<file path="config.mk">
export PLATFORM = sky130hd
export DESIGN_NAME = seg_page_scanner
export DESIGN_NICKNAME = d
export VERILOG_FILES = /design/src/rtl/seg_page_scanner.sv
export SDC_FILE = /design/constraint.sdc
export NUM_CORES = 1
export LEC_CHECK = 0
export ABC_CLOCK_PERIOD_IN_PS = 1800
export CAP_MARGIN = 5
export CORE_MARGIN = 8
export CORE_UTILIZATION = 40
export CTS_CLUSTER_DIAMETER = 120
export DETAILED_ROUTE_END_ITERATION = 16
export GPL_TIMING_DRIVEN = 0
export PLACE_DENSITY = 0.7
export SLEW_MARGIN = 20
export SYNTH_ARGS = -nofsm -noshare
export SYNTH_HDL_FRONTEND = slang
export SYNTH_SLANG_ARGS = --single-unit
</file>
<file path="constraint.sdc">
create_clock -name clk -period 1.8 [get_ports clk]
set_input_delay 0.36 -clock clk [delete_from_list [all_inputs] [get_ports clk]]
set_output_delay 0.36 -clock clk [all_outputs]
set_load 0.005 [all_outputs]
</file>
<file path="src/rtl/seg_page_scanner.sv">
// ---------------------------------------------------------------------------
// seg_page_scanner
//
// Multi-digit, multi-page seven-segment scanner for the Hamming encode/decode
// status display. One common-anode digit is lit per scan slot. A debounced
// push-button steps cyclically through N_PAGES pages of nibble data.
//
// Optional feature (compile-time macro): SEG_LEAD_ZERO_BLANK_EN
//   Defined   : an enabled digit d>0 is also blanked when its nibble and every
//               enabled nibble above it on the current page are zero.
//   Undefined : only digit_en blanks a digit; zero nibbles show "0".
//
// Parameters
//   N_DIGITS        digits physically driven (1..8)
//   N_PAGES         pages selectable by the button (1..8)
//   DEBOUNCE_CYCLES stability requirement of the synchronised button (>=1)
//   SCAN_DIV        clk cycles per digit slot (>=1)
//
// Ports
//   clk        system clock
//   rst_n      asynchronous active-low reset
//   button     raw push-button, asynchronous, active-high
//   page_data  nibble (page p, digit d) at [(p*N_DIGITS+d)*4 +: 4], digit 0 rightmost
//   digit_en   bit p*N_DIGITS+d enables digit d of page p (0 = blank)
//   seg        segments {g,f,e,d,c,b,a}, active-low, registered
//   an         anode enables, active-low, one-hot-low, registered
//   page       currently selected page
// ---------------------------------------------------------------------------
module seg_page_scanner #(
  parameter int  N_DIGITS        = 4,
  parameter int  N_PAGES         = 2,
  parameter int  DEBOUNCE_CYCLES = 16,
  parameter int  SCAN_DIV        = 1024,
  localparam int PAGE_W          = (N_PAGES > 1) ? $clog2(N_PAGES) : 1
) (
  input  logic                          clk,
  input  logic                          rst_n,
  input  logic                          button,
  input  logic [N_PAGES*N_DIGITS*4-1:0] page_data,
  input  logic [N_PAGES*N_DIGITS-1:0]   digit_en,
  output logic [6:0]                    seg,
  output logic [N_DIGITS-1:0]           an,
  output logic [PAGE_W-1:0]             page
);

  localparam int IDX_W = (N_DIGITS > 1) ? $clog2(N_DIGITS) : 1;
  localparam int PRE_W = (SCAN_DIV > 1) ? $clog2(SCAN_DIV) : 1;
  localparam int DB_W  = $clog2(DEBOUNCE_CYCLES + 1);

  // Active-low hex decode for a common-anode digit.
  function automatic logic [6:0] hex7(input logic [3:0] nib);
    logic [6:0] code;
    case (nib)
      4'h0: code = 7'h40;
      4'h1: code = 7'h79;
      4'h2: code = 7'h24;
      4'h3: code = 7'h30;
      4'h4: code = 7'h19;
      4'h5: code = 7'h12;
      4'h6: code = 7'h02;
      4'h7: code = 7'h78;
      4'h8: code = 7'h00;
      4'h9: code = 7'h10;
      4'hA: code = 7'h08;
      4'hB: code = 7'h03;
      4'hC: code = 7'h46;
      4'hD: code = 7'h21;
      4'hE: code = 7'h06;
      default: code = 7'h0E;
    endcase
    return code;
  endfunction

  // State
  logic              sync1_q, sync2_q;
  logic              db_lvl_q, db_lvl_d;
  logic [DB_W-1:0]   db_cnt_q, db_cnt_d;
  logic [PAGE_W-1:0] page_q, page_d;
  logic [PRE_W-1:0]  pre_q, pre_d;
  logic [IDX_W-1:0]  idx_q, idx_d;
  logic [6:0]        seg_q, seg_d;
  logic [N_DIGITS-1:0] an_q, an_d;

  // Current page split into per-digit nibbles and enables.
  logic [3:0]          cur_nib [N_DIGITS];
  logic [N_DIGITS-1:0] cur_en;
  logic [N_DIGITS-1:0] lz_blank;
  logic [3:0]          sel_nib;
  logic                sel_on;

  always_comb begin
    for (int d = 0; d < N_DIGITS; d++) begin
      cur_nib[d] = page_data[(int'(page_q) * N_DIGITS + d) * 4 +: 4];
      cur_en[d]  = digit_en[int'(page_q) * N_DIGITS + d];
    end
  end

`ifdef SEG_LEAD_ZERO_BLANK_EN
  // Walk from the most significant digit down; zero_above stays set while
  // every enabled nibble seen so far is zero. Disabled digits are skipped so
  // they neither break nor extend the run of leading zeros.
  always_comb begin
    logic zero_above;
    zero_above = 1'b1;
    lz_blank   = '0;
    for (int d = N_DIGITS - 1; d >= 0; d--) begin
      if (cur_en[d]) begin
        if (d > 0 && cur_nib[d] == 4'h0 && zero_above) lz_blank[d] = 1'b1;
        zero_above = zero_above & (cur_nib[d] == 4'h0);
      end
    end
  end
`else
  assign lz_blank = '0;
`endif

  // Mux the scanned digit by comparison rather than array indexing so the
  // select stays well-formed for any N_DIGITS, including 1.
  always_comb begin
    // NOTE: every combinational output gets a default first so no path leaves
    // it unassigned, which would otherwise infer a latch.
    sel_nib = 4'h0;
    sel_on  = 1'b0;
    for (int d = 0; d < N_DIGITS; d++) begin
      if (idx_q == IDX_W'(d)) begin
        sel_nib = cur_nib[d];
        sel_on  = cur_en[d] & ~lz_blank[d];
      end
    end
  end

  always_comb begin
    db_lvl_d = db_lvl_q;
    db_cnt_d = db_cnt_q;
    page_d   = page_q;
    pre_d    = pre_q;
    idx_d    = idx_q;

    // Debounce: the counter tracks how long the synchronised button has
    // disagreed with the accepted level. The level flips on the disagreeing
    // sample that finds the counter already at DEBOUNCE_CYCLES, so a press is
    // accepted DEBOUNCE_CYCLES+2 edges after the raw button is first captured.
    if (sync2_q == db_lvl_q) begin
      db_cnt_d = '0;
    end else if (db_cnt_q == DB_W'(DEBOUNCE_CYCLES)) begin
      db_lvl_d = sync2_q;
      db_cnt_d = '0;
    end else begin
      db_cnt_d = db_cnt_q + 1'b1;
    end

    // Only the press edge pages; release and holding do nothing.
    if (!db_lvl_q && db_lvl_d) begin
      page_d = (page_q == PAGE_W'(N_PAGES - 1)) ? '0 : page_q + 1'b1;
    end

    // Scan timing is independent of paging.
    if (pre_q == PRE_W'(SCAN_DIV - 1)) begin
      pre_d = '0;
      idx_d = (idx_q == IDX_W'(N_DIGITS - 1)) ? '0 : idx_q + 1'b1;
    end else begin
      pre_d = pre_q + 1'b1;
    end

    // Outputs reflect the state before this edge; a blanked digit keeps its
    // anode active so the scan duty cycle is unchanged.
    an_d  = ~(N_DIGITS'(1) << idx_q);
    seg_d = sel_on ? hex7(sel_nib) : 7'h7F;
  end

  // NOTE: sequential state uses non-blocking assignments so every flop samples
  // pre-edge values regardless of statement order.
  always_ff @(posedge clk or negedge rst_n) begin
    if (!rst_n) begin
      sync1_q  <= 1'b0;
      sync2_q  <= 1'b0;
      db_lvl_q <= 1'b0;
      db_cnt_q <= '0;
      page_q   <= '0;
      pre_q    <= '0;
      idx_q    <= '0;
      seg_q    <= 7'h7F;
      an_q     <= '1;
    end else begin
      sync1_q  <= button;
      sync2_q  <= sync1_q;
      db_lvl_q <= db_lvl_d;
      db_cnt_q <= db_cnt_d;
      page_q   <= page_d;
      pre_q    <= pre_d;
      idx_q    <= idx_d;
      seg_q    <= seg_d;
      an_q     <= an_d;
    end
  end

  assign seg  = seg_q;
  assign an   = an_q;
  assign page = page_q;

endmodule
</file>
==> results.md <==
* Status: complete, but fails checks
* Failing checks: negative setup slack
* Ys flop type: dfrtp_1
* Most instantiated cells after synthesis: dfrtp_1 (21), mux2i_1 (18), ha_1 (13), nand3_1 (12)
* Final nets at 301
* Yosys reg bits at 32
* Syn avg cell area at 11.0 sq um
* Initial Utilization at 40.8%
* Avg Vias per Cell at 5.21
* Critical Path, Cell by Cell: ha_4, a21o_1, a31oi_4, a311oi_4, o22ai_4, ha_4, o2111a_1, a31oi_1
* CTS Buffer Depth at 2
* Ports at 55
* Cell Area, Synth at 1890 sq um
* Antenna Cells at 0
* Most used cell, CP: ha_4
* Most common cell in the synthesized netlist: dfrtp_1
* Crit Path Class: flop to flop
* RSZ-0062 raised after global routing: true
* Area added between synthesis and finish at 55.0%
* Root buffer cell: clkbuf_8
* Largest net degree at the start of global routing at 33
* Total Power at 1620 uW
* Register area share after synthesis at 43.1%
* HPWL after DPL at 3520 microns
* Clock buffer count from CTS at 5
* WP data arrival at 2.27 ns
* Global placement routability congestion at 0.842
* Clk slew on worst S/H paths at 0.07 ns
* Relative slew slack at 53.6%
* CP peak stage delay at 0.44 ns
* Vias in the first global route at 1605
* Distinct cell type count after synthesis at 41
* Hold_buf cts at 0
* Cell taking the most area after synthesis: dfrtp_1
* Core area at 4630 sq um
* CTS HTree Levels at 2
* Slowest-stage cell, CP: dfrtp_2
* Die X at 84.7 microns
* Post-synth ARST share at 100%
* Antenna Nets Post-Route at 0
* Number of synthesized flops with an enable pin at 0
* Max Cap Viol at 0
* Post-route cell area at 2930 sq um
* Fraction of layout cells with a size suffix above 1 at 32.1%
* Peak supply drop at 0.528 mV
* GRT Total Usage at 13.7%
* Critical Path RT at 2.00 ns
* Post-DP Area at 2580 sq um
* IO Port Bufs at 54
* Yosys warnings at 0
* Routed Wire Length at 4880 microns
* Total die area at 7180 sq um
* Setup ws final at -0.265 ns
* Share of the synthesized area in the top cell type at 27.8%
* DRT iter0 DRCs at 63
* Drt drc at 0
* Mapped Nets at 228
* Gr ovfl total at 0
* Synth top area cells: dfrtp_1 (28%), dfstp_2 (15%), mux2i_1 (9.5%)
* Syn Inst Count at 172
* CTS tree: done
* Via count at 1562
* Worst Reg2Reg Path Length in Cells at 8
* Final Max Tran Viols at 0
* Fin. Hold Viols at 0
* Worst-Margin Slew at 0.697 ns
* Clk sinks at 32
* Startpoint Class: flop
* Initial antenna violation count at 0
* First-pass DRT Iterations at 4
* FMAX at 0.484 GHz
* Crit share post-route at 115%
* WL per Instance at 16.3 microns
* PD cells at 552 nW/um^2
* Crit-path max FO at 5
* # setup viols final at 7
* Global-route wire length before repair at 7750 microns
* CP endpoint kind: flop
* Worst min path class: input port to asynchronous set/reset pin
* Fin crit period at 2.06 ns
* Leakage at 0.00115 uW
* Clk_skew at 0.00830 ns
* FP Rows at 25
* Die span in y at 84.7 microns
* Worst skew pair latency at 0.28 ns
## metal layers
metal	global-route usage (%)	part of all wire [%]	up-vias
li1	-	-	759
met1	15.6	45	755
met2	23.5	50	42
met3	4.10	4.2	6
met4	5.02	0.86	0
met5	0	0	-
## critical path, delay by kind of cell (launching register included)
family / cells / cell delay (ns)
fa+ha+maj: 2 / 0.45
compound gates: 6 / 1.08
flops: 1 / 0.44
## final timing paths
path                       slack (ns)           to     start
max in group asynchronous        1.19         page     rst_n
max reg2reg                     -0.26       seg[3]  idx_q[0]
max                             -0.26       seg[3]  idx_q[0]
min reg2reg                      0.35      sync2_q   sync1_q
min                              0.12  db_cnt_q[0]     rst_n
min in group clk                 0.35      sync2_q   sync1_q
## kinds of logic (layout without fill, tap and decap cells)
group                      Yosys count  count (layout)  share of synthesized area, %
AOI/OAI and AO/OA                   35              35                          14.8
xor gates and xnor gates            12              12                          5.56
adders and majority gates           13              13                          8.61
buffers and inverters               15              89                          4.70
DFF                                 32              32                          43.1
muxes                               22              22                          11.9
and+or+nand+nor                     43              43                          11.3
## through the flow
step	TNS (ns)	setup WS [ns]	instances	hold slack, ns	util [%]
2_1_floorplan	-0.281	-0.0793	172	0.0644	-
5_1_grt	-2.11	-0.372	300	0.174	63.2
6_report	-1.38	-0.265	300	0.120	63.2
3_5_place_dp	-2.30	-0.438	280	0.336	55.7
4_1_cts	-1.47	-0.271	296	0.142	62.0
3_3_place_gp	-7.48	-0.416	280	0.334	55.8
## sequential cells by signal, summed over array words and instances, names as in the netlist
name,flops
idx_q,2
sync1_q,1
db_lvl_q,1
seg,7
db_cnt_q,5
an,4
sync2_q,1
pre_q,10
page,1
## layout by cell type, fill, tap and decap left out, types with 2 or more instances in the layout
| cell | instances |
|---|---|
| nor2_2 | 2 |
| xor2_1 | 7 |
| o22ai_2 | 2 |
| nand2_1 | 8 |
| nand2b_1 | 2 |
| dfstp_2 | 11 |
| a21oi_1 | 4 |
| buf_4 | 12 |
| ha_1 | 5 |
| xnor2_1 | 5 |
| ha_4 | 7 |
| inv_4 | 3 |
| inv_2 | 4 |
| mux2_2 | 3 |
| inv_1 | 3 |
| clkinvlp_4 | 2 |
| o22ai_1 | 2 |
| o221ai_1 | 2 |
| dfrtp_2 | 2 |
| nand3_1 | 10 |
| o21ai_1 | 2 |
| clkdlybuf4s50_1 | 53 |
| buf_6 | 2 |
| dfrtp_1 | 19 |
| o21ai_0 | 3 |
| and3_1 | 2 |
| clkbuf_8 | 6 |
| nor2b_1 | 2 |
| mux2i_1 | 17 |
| nor2_1 | 8 |
| o21ai_2 | 3 |
## where the power goes
part,switching (uW),internal (uW),total [uW]
registers,9.57,749,759
clock network,264,310,575
logic,111,172,283
total,385,1230,1620
## layout make-up
cell class                 instances  area, sq um
clock buffer                       7         86.3
timing repair buffer              66          629
multi-input combinational        125         1210
tap                               54         67.6
buffer                             4         53.8
clock inverter                     1         7.51
fill                             385         1700
sequential                        32          817
inverter                          11         52.6
## repair_timing
item,CTS,global route
pin swaps,8,8
buffers inserted,8,4
resized for setup,24,8
setup endpoints to repair,7,9
(Power assumes the default switching activity.)
